==> src/rtl/mem_pkg.sv <==
// Shared types, exception codes and alignment rule for the MEM-stage memory access unit.
package mem_pkg;

    typedef enum logic [1:0] {SZ_B, SZ_H, SZ_W, SZ_D} mem_size_t;

    typedef enum logic [1:0] {ST_IDLE, ST_REQ, ST_RESP, ST_DISCARD} mem_state_t;

    localparam logic [4:0] EXC_ADEL = 5'h04;
    localparam logic [4:0] EXC_ADES = 5'h05;

    // A dword access is never legal on a 32-bit bus.
    function automatic logic is_misaligned(input mem_size_t size, input logic [2:0] addr_lo,
                                           input int data_w);
        case (size)
            SZ_B:    return 1'b0;
            SZ_H:    return addr_lo[0] != 1'b0;
            SZ_W:    return addr_lo[1:0] != 2'b00;
            default: return (addr_lo != 3'b000) || (data_w < 64);
        endcase
    endfunction

endpackage

==> src/rtl/mem_lane_align.sv <==
// Lane steering shared by both directions: store strobes/replication and load extraction/extension.
module mem_lane_align
    import mem_pkg::*;
#(
    parameter int DATA_W = 32,
    localparam int LANES = DATA_W / 8,
    localparam int LANE_W = $clog2(DATA_W / 8)
) (
    input  logic [1:0]        size,
    input  logic              sign,
    input  logic [LANE_W-1:0] lane,
    input  logic [DATA_W-1:0] store_data,
    input  logic [DATA_W-1:0] bus_rdata,
    output logic [LANES-1:0]  wstrb,
    output logic [DATA_W-1:0] wdata,
    output logic [DATA_W-1:0] load_data
);

    logic [DATA_W-1:0] shifted;
    logic [DATA_W-1:0] mask;
    logic [LANES-1:0]  base_strb;
    logic              msb;

    // NOTE: every signal assigned in this block gets a default first, so no latch can be inferred.
    always_comb begin
        shifted   = bus_rdata >> {lane, 3'b000};
        base_strb = '0;
        mask      = '0;
        msb       = 1'b0;
        wdata     = store_data;
        case (mem_size_t'(size))
            SZ_B: begin
                base_strb = LANES'(8'h01);
                wdata     = {LANES{store_data[7:0]}};
                mask      = DATA_W'(8'hFF);
                msb       = shifted[7];
            end
            SZ_H: begin
                base_strb = LANES'(8'h03);
                wdata     = {(LANES / 2){store_data[15:0]}};
                mask      = DATA_W'(16'hFFFF);
                msb       = shifted[15];
            end
            SZ_W: begin
                base_strb = LANES'(8'h0F);
                wdata     = {(LANES / 4){store_data[31:0]}};
                mask      = DATA_W'(32'hFFFF_FFFF);
                msb       = shifted[31];
            end
            default: begin
                base_strb = LANES'(8'hFF);
                wdata     = store_data;
                mask      = '1;
                msb       = shifted[DATA_W-1];
            end
        endcase
        wstrb     = base_strb << lane;
        load_data = (shifted & mask) | ((sign && msb) ? ~mask : '0);
    end

endmodule

==> src/rtl/mem_access_unit.sv <==
// MEM-stage access unit: drives a split-transaction bus (req/addr_ok, then data_ok) and returns
// one registered result per op to WB; survives a flush at any point of a transaction.
module mem_access_unit
    import mem_pkg::*;
#(
    parameter int DATA_W = 32,
    parameter int ADDR_W = 32
) (
    input  logic                clk_i,
    input  logic                rst_i,
    input  logic                valid_i,
    output logic                ready_o,
    input  logic                load_i,
    input  logic                store_i,
    input  logic [1:0]          size_i,
    input  logic                sign_i,
    input  logic [ADDR_W-1:0]   addr_i,
    input  logic [DATA_W-1:0]   wdata_i,
    input  logic [4:0]          wd_i,
    input  logic                wreg_i,
    input  logic                flush_i,
    output logic                stall_o,
    output logic                out_valid_o,
    output logic [4:0]          wd_o,
    output logic                wreg_o,
    output logic [DATA_W-1:0]   rdata_o,
    output logic                exc_o,
    output logic [4:0]          exc_code_o,
    output logic [ADDR_W-1:0]   badvaddr_o,
    output logic                bus_req_o,
    output logic                bus_wr_o,
    output logic [1:0]          bus_size_o,
    output logic [ADDR_W-1:0]   bus_addr_o,
    output logic [DATA_W/8-1:0] bus_wstrb_o,
    output logic [DATA_W-1:0]   bus_wdata_o,
    input  logic                bus_addr_ok_i,
    input  logic                bus_data_ok_i,
    input  logic [DATA_W-1:0]   bus_rdata_i
);

    localparam int LANES  = DATA_W / 8;
    localparam int LANE_W = $clog2(LANES);

    mem_state_t        state, state_nxt;
    logic              accept, mem_op, misaligned;
    logic              l_mem, l_store, l_sign, l_wreg;
    mem_size_t         l_size;
    logic [ADDR_W-1:0] l_addr;
    logic [DATA_W-1:0] l_wdata, load_data;
    logic [4:0]        l_wd;
    logic [LANES-1:0]  strb;

    assign ready_o    = (state == ST_IDLE) && !flush_i;
    assign accept     = valid_i && ready_o;
    assign mem_op     = load_i || store_i;
    assign misaligned = is_misaligned(mem_size_t'(size_i), addr_i[2:0], DATA_W);
    assign stall_o    = (state != ST_IDLE) || (accept && mem_op);

    assign bus_req_o   = (state == ST_REQ);
    assign bus_wr_o    = l_store;
    assign bus_size_o  = l_size;
    assign bus_addr_o  = l_addr;
    // Strobes stay zero until the first memory op has been latched.
    assign bus_wstrb_o = strb & {LANES{l_mem}};

    mem_lane_align #(.DATA_W(DATA_W)) u_align (
        .size       (l_size),
        .sign       (l_sign),
        .lane       (l_addr[LANE_W-1:0]),
        .store_data (l_wdata),
        .bus_rdata  (bus_rdata_i),
        .wstrb      (strb),
        .wdata      (bus_wdata_o),
        .load_data  (load_data)
    );

    always_ff @(posedge clk_i or negedge rst_i) begin
        if (!rst_i) begin
            state <= ST_IDLE;
        end else begin
            state <= state_nxt;
        end
    end

    // A flush after addr_ok must still drain the outstanding data_ok, hence DISCARD.
    always_comb begin
        state_nxt = state;
        case (state)
            ST_IDLE:    if (accept && mem_op && !misaligned) state_nxt = ST_REQ;
            ST_REQ: begin
                if (bus_addr_ok_i)  state_nxt = flush_i ? ST_DISCARD : ST_RESP;
                else if (flush_i)   state_nxt = ST_IDLE;
            end
            ST_RESP: begin
                if (bus_data_ok_i)  state_nxt = ST_IDLE;
                else if (flush_i)   state_nxt = ST_DISCARD;
            end
            ST_DISCARD: if (bus_data_ok_i) state_nxt = ST_IDLE;
            default:    state_nxt = ST_IDLE;
        endcase
    end

    // NOTE: sequential state uses non-blocking assignments so every register samples pre-edge values.
    always_ff @(posedge clk_i or negedge rst_i) begin
        if (!rst_i) begin
            out_valid_o <= 1'b0;
            wd_o        <= '0;
            wreg_o      <= 1'b0;
            rdata_o     <= '0;
            exc_o       <= 1'b0;
            exc_code_o  <= '0;
            badvaddr_o  <= '0;
            l_mem       <= 1'b0;
            l_store     <= 1'b0;
            l_sign      <= 1'b0;
            l_size      <= SZ_B;
            l_addr      <= '0;
            l_wdata     <= '0;
            l_wd        <= '0;
            l_wreg      <= 1'b0;
        end else begin
            out_valid_o <= 1'b0;
            if (accept) begin
                if (!mem_op) begin
                    out_valid_o <= 1'b1;
                    rdata_o     <= wdata_i;
                    wd_o        <= wd_i;
                    wreg_o      <= wreg_i;
                    exc_o       <= 1'b0;
                end else if (misaligned) begin
                    out_valid_o <= 1'b1;
                    wd_o        <= wd_i;
                    wreg_o      <= 1'b0;
                    exc_o       <= 1'b1;
                    exc_code_o  <= store_i ? EXC_ADES : EXC_ADEL;
                    badvaddr_o  <= addr_i;
                end else begin
                    l_mem   <= 1'b1;
                    l_store <= store_i;
                    l_sign  <= sign_i;
                    l_size  <= mem_size_t'(size_i);
                    l_addr  <= addr_i;
                    l_wdata <= wdata_i;
                    l_wd    <= wd_i;
                    l_wreg  <= wreg_i;
                end
            end
            if (state == ST_RESP && bus_data_ok_i && !flush_i) begin
                out_valid_o <= 1'b1;
                wd_o        <= l_wd;
                wreg_o      <= l_wreg && !l_store;
                exc_o       <= 1'b0;
                if (!l_store) rdata_o <= load_data;
            end
        end
    end

endmodule

==> config.mk <==
export PLATFORM = sky130hd
export DESIGN_NAME = mem_access_unit
export DESIGN_NICKNAME = d
export VERILOG_FILES = /design/src/rtl/mem_pkg.sv /design/src/rtl/mem_lane_align.sv /design/src/rtl/mem_access_unit.sv
export SDC_FILE = /design/constraint.sdc
export NUM_CORES = 1
export LEC_CHECK = 0
export BUFFER_PORTS_ARGS = -buffer_cell sky130_fd_sc_hd__buf_2
export CAP_MARGIN = 20
export CELL_PAD_IN_SITES_DETAIL_PLACEMENT = 1
export CELL_PAD_IN_SITES_GLOBAL_PLACEMENT = 2
export CORE_MARGIN = 2
export CORE_UTILIZATION = 34
export CTS_CLUSTER_SIZE = 40
export DETAILED_ROUTE_END_ITERATION = 12
export PLACE_DENSITY = 0.85
export SLEW_MARGIN = 20
export SYNTH_ARGS = -nofsm -noshare
export SYNTH_HDL_FRONTEND = slang
export SYNTH_HIERARCHICAL = 1
export SYNTH_SLANG_ARGS = --single-unit
export TNS_END_PERCENT = 5
==> constraint.sdc <==
create_clock -name clk_i -period 4.8 [get_ports clk_i]
set_input_delay 1.44 -clock clk_i [delete_from_list [all_inputs] [get_ports clk_i]]
set_output_delay 1.44 -clock clk_i [all_outputs]
set_load 0.05 [all_outputs]
Word-level counts from Yosys, hierarchy flattened
Index checks and enable logic that the tools add are counted.
{"block": "word_totals", "latch_bits": 0, "register_bits": 154, "mem_bits_ro": 0, "mem_count": 0, "word_cells": 92, "mem_bits_rw": 0}
{"block": "classes", "addsub": 0, "n_eq_ne": 11, "muxes": 35, "shift": 2, "div_mod_pow": 0, "bitwise_logic": 5, "mul": 0, "n_lt_le_gt_ge": 0, "n_reduce_logical": 23}
{"operator": "32-bit two-way mux", "n": 5}
{"operator": "32-bit case mux with 2 select lines", "n": 2}
{"operator": "32-bit AND", "n": 1}
{"operator": "32-bit inverter", "n": 1}
{"operator": "32-bit OR", "n": 1}
{"operator": "32-bit by 5-bit >> shifter with 32-bit output", "n": 1}
{"operator": "5-bit two-way mux", "n": 4}
{"operator": "1-bit two-way mux", "n": 14}
{"operator": "2-bit two-way mux", "n": 6}
{"operator": "1-bit logical AND", "n": 8}
{"operator": "2-bit case mux with 4 select lines", "n": 1}
{"operator": "4-bit case mux with 2 select lines", "n": 1}
{"operator": "2-bit by 1-bit equality test with 1-bit output (second input constant)", "n": 3}
{"operator": "2-bit equality test (second input constant)", "n": 3}
{"operator": "2-bit logical NOT", "n": 3}
{"operator": "3-bit AND reduction", "n": 2}
{"operator": "2-bit nonzero test", "n": 3}
{"operator": "4-bit AND", "n": 1}
{"operator": "4-bit AND reduction", "n": 1}
{"operator": "4-bit by 2-bit left shift with 4-bit output", "n": 1}
{"operator": "1-bit logical NOT", "n": 3}
{"operator": "3-bit by 1-bit inequality test with 1-bit output (second input constant)", "n": 1}
{"operator": "3-bit by 2-bit inequality test with 1-bit output (second input constant)", "n": 1}
{"operator": "3-bit inequality test (second input constant)", "n": 1}
{"operator": "7 further kinds", "n": 8}

Longest topological paths before layout
Gate-level depths: netlist (run 1).
{"block": "logic_depth", "word_depth": 7, "mapped_depth": 8, "mapped_depth_nobuf": 5}

Cells and area by module
Netlist (run 1), hierarchy kept.
{"mod": "mem_access_unit", "area_per_inst_um2": 6236.0, "instances": 1, "cells_each": 427}
{"mod": "mem_lane_align", "area_per_inst_um2": 1298.7, "instances": 1, "cells_each": 178}

Least setup slack after synthesis (run 1)
Ideal clock, no wire load.
{"block": "synth_timing", "kind": "in2out", "startpoint": "input flush_i", "endpoint": "output ready_o", "cell_stages": 1, "path_slack_ns": 0.875, "path_buffers": 0, "arrival_time_ns": 2.485, "cell_sequence": "nor3_1"}
{"block": "synth_between", "elab_chain_cells": 2}
{"item": "start, declared", "line_no": "mem_access_unit.sv:21", "text": "input logic flush_i,"}
{"item": "1-bit logical NOT", "line_no": "mem_access_unit.sv:53", "text": "assign ready_o = (state == ST_IDLE) && !flush_i;"}
{"item": "1-bit logical AND", "line_no": "mem_access_unit.sv:53"}
{"item": "end, declared", "line_no": "mem_access_unit.sv:12", "text": "output logic ready_o,"}
Every way passes these cells.

Worst setup path in the final report (run 1)
{"block": "layout_timing", "startpoint": "input flush_i", "endpoint": "output stall_o"}
{"block": "layout_between", "elab_chain_cells": 5}
{"item": "1-bit logical NOT", "line_no": "mem_access_unit.sv:53"}
{"item": "1-bit logical AND", "line_no": "mem_access_unit.sv:53"}
{"item": "1-bit logical AND", "line_no": "mem_access_unit.sv:54", "text": "assign accept = valid_i && ready_o;"}
{"item": "1-bit logical AND", "line_no": "mem_access_unit.sv:57", "text": "assign stall_o = (state != ST_IDLE) || (accept && mem_op);"}
{"item": "1-bit logical OR", "line_no": "mem_access_unit.sv:57"}
{"item": "end, declared", "line_no": "mem_access_unit.sv:22", "text": "output logic stall_o,"}
Every way passes these cells.

==> impl_metrics.ini, run 1 <==
[synthesis]
ys_types = 44
synth_compound_area_share_pct = 6.51
synthSimpleGateAreaFrac_pct = 7.51
synthCells = 605
synth_area_leader_cell = dfrtp_1
avgSynthCellArea_um2 = 12.5
muxShareOfSynthArea_pct = 30.9
synth_seq_cells = 151
synth_fa_ha_area_share_pct = 0
yosys_warnings = 6
synth_area_um2 = 7530
synth-edff-count = 0
synth.yosys.seq_area_share_pct = 50.1
ys_top_cells_by_area = dfrtp_1 50%, mux2_2 16%, mux2_4 8.4%
synth_top_family_by_area = multiplexers
synth_xor_area_share_pct = 0.232
synth_flop_cell = dfrtp_1
synthArstFlopShare_pct = 100
synth_top_area_share_pct = 50.1

[clock_tree]
insertion_delay_ns = 0.42
clockRootBuffer = clkbuf_16
cts_tree = done
cts-resized-gates = 0
hold_buffers = 0
numClockSinks = 151
cts_htree_levels = 4
clk_pin_slew_ns = 0.07
clockBufferDepth = 2
cts_setup_buffers = 0
cts_buffers = 17

[grt]
grt_max_degree = 85
grt.total_usage_pct = 20.9
first_global_vias = 6142
overflow = 0
grt_first_pass_wirelength_mm = 37.6
antenna_found_initial = 2

[flow_run]
cap_viol_max_count = 0

[placement]
dpl.hpwl_mm = 17.9
place.gp.congestion = 0.787
dp_cells = 1105
port_buffers = 260

[layout]
antenna_cells = 0
area_growth_pct = 27.3
final_net_count = 957
multiInputGateArea_um2 = 3430
finalNonFillerCells = 1137
fillCellCount = 2404
drive_gt1_share_pct = 54.6
seqCellArea_um2 = 3780

[floorplan]
core_area_um2 = 21800
die_w_um = 153
ios = 264
die_h_um = 153
start_util_pct = 34.6
die-area_um2 = 23400
rows = 54

[setup_path]
cp_top_family = simple AND/OR/NAND/NOR gates
crit_top_cell = buf_2
startpoint_type = primary input
slowest_delay_ns = 0.37
path_class = in2out
cp-end-kind = primary output
cp.required_ns = 3.36
crit_path_cell_trace = buf_2 > nor4b_4 > o21ai_2 > nand2_1 > buf_2
cp_slowest_cell = nor4b_4
arrival_ns = 2.41
path_buf_inv = 2
worst-path-max-fanout = 5

[sta]
min_period_ns = 3.85
worst_pin_slew_ns = 0.861
fmax_mhz = 260
setup_viol = 0
fin_crit_sh_pct = 80.2
slew_headroom_pct = 42.6
fin_skew_ns = 0.0111
hold_viol = 0
rsz0062_at_grt = no
drv_slew = 0
fin_tns_setup_ns = 0

[run_status]
status = completed

[detailed_routing]
drc = 0
wire_per_inst_um = 21.5
viasPerCell = 5.01
drt_iter0_drc = 254
antenna_left = 0
via_count = 5696
wl_mm = 24.5
first_pass_iters = 4

[hold_path]
hold_class = reg2reg
==> cell usage after synthesis (all sizes together), types with 3 or more instances <==
| cell type | instances |
|---|---|
| nand3 | 19 |
| a221oi | 8 |
| inv | 4 |
| o21ai | 19 |
| mux2 | 151 |
| buf | 42 |
| nor2 | 40 |
| clkbuf | 11 |
| mux2i | 47 |
| a21oi | 45 |
| dfrtp | 151 |
| nand2b | 5 |
| nor2b | 3 |
| nand2 | 33 |
| and2 | 4 |
==> placed cells by master, fill, tap and decap left out, types with 2 or more instances in the layout <==
master	n
buf_2	259
dfrtp_1	151
mux2_2	109
mux2i_1	47
a21oi_1	44
mux2_4	42
nor2_1	40
nand2_1	32
o21ai_0	18
nand3_1	18
clkbuf_16	17
buf_4	9
a221oi_1	8
inv_6	5
and2_1	4
inv_1	4
nand2b_1	4
inv_8	4
nor2b_1	3
conb_1	3
nor3_1	2
clkinv_8	2
clkinv_4	2
buf_12	2
==> sequential cells by signal, summed over array words and instances, names as in the netlist <==
signal and count:
out_valid_o 1, wreg_o 1, l_wd 5, exc_code_o 2, bus_addr_o 32, l_mem 1, l_sign 1, l_wdata 32
state 2, badvaddr_o 32, bus_size_o 2, exc_o 1, rdata_o 32, wd_o 5, l_wreg 1, bus_wr_o 1
==> final timing paths <==
kind                                     from             to  slack, ns  cells after the start
worst max-delay path                  flush_i        stall_o       0.95                      5
worst min-delay path            exc_code_o[2]  exc_code_o[2]       0.47                      1
worst max register to register       state[0]  badvaddr_o[0]       2.40                      5
worst min register to register  exc_code_o[2]  exc_code_o[2]       0.47                      1
max in group asynchronous               rst_i  bus_addr_o[9]       2.79                      2
min in group asynchronous               rst_i     l_wdata[4]       1.08                      1
==> per-layer routing <==
metal / global-route usage [%] / share of wire (%)
met1: 27.0 / 44
met2: 35.3 / 49
met3: 6.44 / 7.1
met4: 3.70 / 0.57
met5: 0 / 0.094
==> through the flow <==
step                hold slack (ns)  setup WS [ns]  instance area (um^2)  util (%)
finish                        0.472          0.951                  9590      44.1
global route                  0.520          0.859                  9590      44.1
CTS                           0.486          0.945                  9590      44.1
detailed placement            0.464          0.950                  8990      41.3
global placement              0.446          0.981                  8990      41.3
floorplan                     0.468          0.875                  7540         -
==> layout make-up <==
class | instances | area share [%]
Sequential cell | 151 | 39.4
Multi-Input combinational cell | 399 | 35.7
Timing Repair Buffer | 271 | 14.8
Clock buffer | 17 | 4.44
Tap cell | 280 | 3.65
Clock inverter | 15 | 1.84
Inverter | 4 | 0.157
==> logic make-up after synthesis <==
| logic type | after synthesis |
|---|---|
| multiplexers | 198 |
| flip-flops | 151 |
| AND/OR/NAND/NOR | 116 |
| AO/OA/AOI/OAI | 80 |
| buffers and inverters | 57 |
| XOR/XNOR | 2 |
| other | 1 |
Power of run 1 is not shown: default switching activity piles up to over one toggle a cycle in this logic, so the estimate is an artifact.
==> run 2, diff against run 1 <==
--- a/config.mk
+++ b/config.mk
@@ -10,10 +10,10 @@
 export CELL_PAD_IN_SITES_DETAIL_PLACEMENT = 1
 export CELL_PAD_IN_SITES_GLOBAL_PLACEMENT = 2
 export CORE_MARGIN = 2
-export CORE_UTILIZATION = 34
+export CORE_UTILIZATION = 29
 export CTS_CLUSTER_SIZE = 40
 export DETAILED_ROUTE_END_ITERATION = 12
-export PLACE_DENSITY = 0.85
+export PLACE_DENSITY = 0.77
 export SLEW_MARGIN = 20
 export SYNTH_ARGS = -nofsm -noshare
 export SYNTH_HDL_FRONTEND = slang
==> constraint.sdc (replaced) <==
create_clock -name clk_i -period 3.4 [get_ports clk_i]
set_input_delay 1.02 -clock clk_i [delete_from_list [all_inputs] [get_ports clk_i]]
set_output_delay 1.02 -clock clk_i [all_outputs]
set_load 0.05 [all_outputs]
==> run 2 against run 1 <==
Compared with the run above: non-clock buffer count grew 5; clock skew decreased by 0.0021 ns; critical path depth is 1 lower; register-to-register slack got worse by 1.3 ns; setup slack worse by 0.68 ns; worst hold slack gained 0.0076 ns; clock-buffer cell count rose by 1; cell count grew 4.9%; cell area rose by 1.4%; routed wire length grew 1.3%; first-iteration DRC count fell by 28%.
==> impl_metrics.ini, run 2 (synthesis results as in run 1) <==
[layout]
drive_gt1_share_pct = 54.9
final_cell_mix = 259 x buf_2, 151 x dfrtp_1, 109 x mux2_2
seqCellArea_um2 = 3780
mostFrequentLayoutCell = buf_2
fillCellCount = 2826
area_growth_pct = 29.0
multiInputGateArea_um2 = 3430
final_net_count = 962

[clock_tree]
cts_htree_levels = 4
cts_tree = done
numClockSinks = 151
cts_setup_buffers = 0
hold_buffers = 0
insertion_delay_ns = 0.42
clockBufferDepth = 2
clockRootBuffer = clkbuf_16
cts-resized-gates = 0
clk_pin_slew_ns = 0.07
cts_buffers = 17

[flow_run]
cap_viol_max_count = 0

[sta]
hold_viol = 0
fmax_mhz = 320
slew_headroom_pct = 56.0
rsz0062_at_grt = no
setup_viol = 0
min_period_ns = 3.13
fin_crit_sh_pct = 91.9
worst_pin_slew_ns = 0.659
drv_slew = 0
fin_tns_setup_ns = 0
fin_skew_ns = 0.00892

[detailed_routing]
via_count = 5662
drt-met1-wl_mm = 10.6
drc = 0
viasPerCell = 4.75
first_pass_iters = 4
top_layer = met5
wl_mm = 24.8
antenna_left = 0
route.met2.wl_mm = 11.9
wire_per_inst_um = 20.8
met3WireLength_mm = 1.94
drt_iter0_drc = 182

[floorplan]
die_w_um = 165
die_h_um = 165
rows = 58
core_area_um2 = 25300
die-area_um2 = 27300
start_util_pct = 29.8
ios = 264

[grt]
first_global_vias = 6016
antenna_found_initial = 2
grt_first_pass_wirelength_mm = 36.5
grt.total_usage_pct = 18.1
overflow = 0
grt_max_degree = 64

[setup_path]
path_class = reg2out
cp-end-kind = primary output
cp_top_family = flip-flops
worst-path-max-fanout = 8
cp.depth = 4
arrival_ns = 2.11
crit_path_cell_trace = nor2_1 > buf_4 > mux2_2 > buf_2
r2r_cells = 5
cp.required_ns = 2.38
slowest_delay_ns = 0.54
startpoint_type = register
cp_slowest_cell = dfrtp_1
path_buf_inv = 2

[placement]
port_buffers = 260
place.gp.congestion = 0.767
dpl.hpwl_mm = 19.0

[hold_path]
hold_class = reg2reg
min_delay_path_depth = 1

[run_status]
status = completed
-- run 2: changes by cell type in the layout (fill, tap and decap cells not counted) --
cell,delta
inv_6,-1
clkinv_4,-1
inv_8,+1
clkinv_8,-2
clkinvlp_4,+2
buf_4,+2
diode_2,+1
clkbuf_8,+1
buf_12,+3
-- run 2: path summary, 6_finish.rpt --
| path | from | to | slack [ns] |
|---|---|---|---|
| hold / removal | exc_code_o[2] | exc_code_o[2] | 0.48 |
| hold reg to reg | exc_code_o[2] | exc_code_o[2] | 0.48 |
| min in group asynchronous | rst_i | l_wdata[26] | 0.58 |
| max in group asynchronous | rst_i | exc_code_o[0] | 1.95 |
| setup reg to reg | state[0] | bus_addr_o[9] | 1.13 |
| setup / recovery | bus_size_o[0] | bus_wdata_o[12] | 0.27 |
-- run 2: worst register-to-register path, delay by kind of cell (launching register included) --
| kind | cells | cell delay, ns |
|---|---|---|
| multiplexers | 1 | 0.34 |
| buffers and inverters | 1 | 0.28 |
| AO/OA/AOI/OAI | 1 | 0.12 |
| AND/OR/NAND/NOR | 2 | 0.94 |
| flip-flops | 1 | 0.48 |
-- run 2: stage by stage --
| step | setup WS [ns] | instance area [um^2] | hold slack (ns) | std cells | util (%) |
|---|---|---|---|---|---|
| floorplan | 0.131 | 7540 | 0.468 | 607 | - |
| global placement | 0.407 | 9120 | 0.446 | 1160 | 36.0 |
| detailed placement | 0.386 | 9120 | 0.460 | 1160 | 36.0 |
| CTS | 0.246 | 9720 | 0.482 | 1192 | 38.4 |
| global route | 0.181 | 9720 | 0.516 | 1192 | 38.4 |
| finish | 0.274 | 9720 | 0.480 | 1193 | 38.4 |
-- run 2: layer usage --
| layer | up-vias | track usage [%] |
|---|---|---|
| met5 | - | 0 |
| met4 | 2 | 4.58 |
| met3 | 16 | 6.09 |
| met2 | 216 | 30.3 |
| met1 | 2810 | 22.4 |
| li1 | 2618 | - |
-- run 2: cell type report --
class | instances | area share, %
sequential | 151 | 38.9
multi-input combinational | 399 | 35.3
timing repair buffer | 276 | 15.3
clock buffer | 18 | 4.52
tap | 330 | 4.25
clock inverter | 14 | 1.57
inverter | 4 | 0.154
antenna | 1 | 0.0257
Power of run 2 is left out for the same reason.
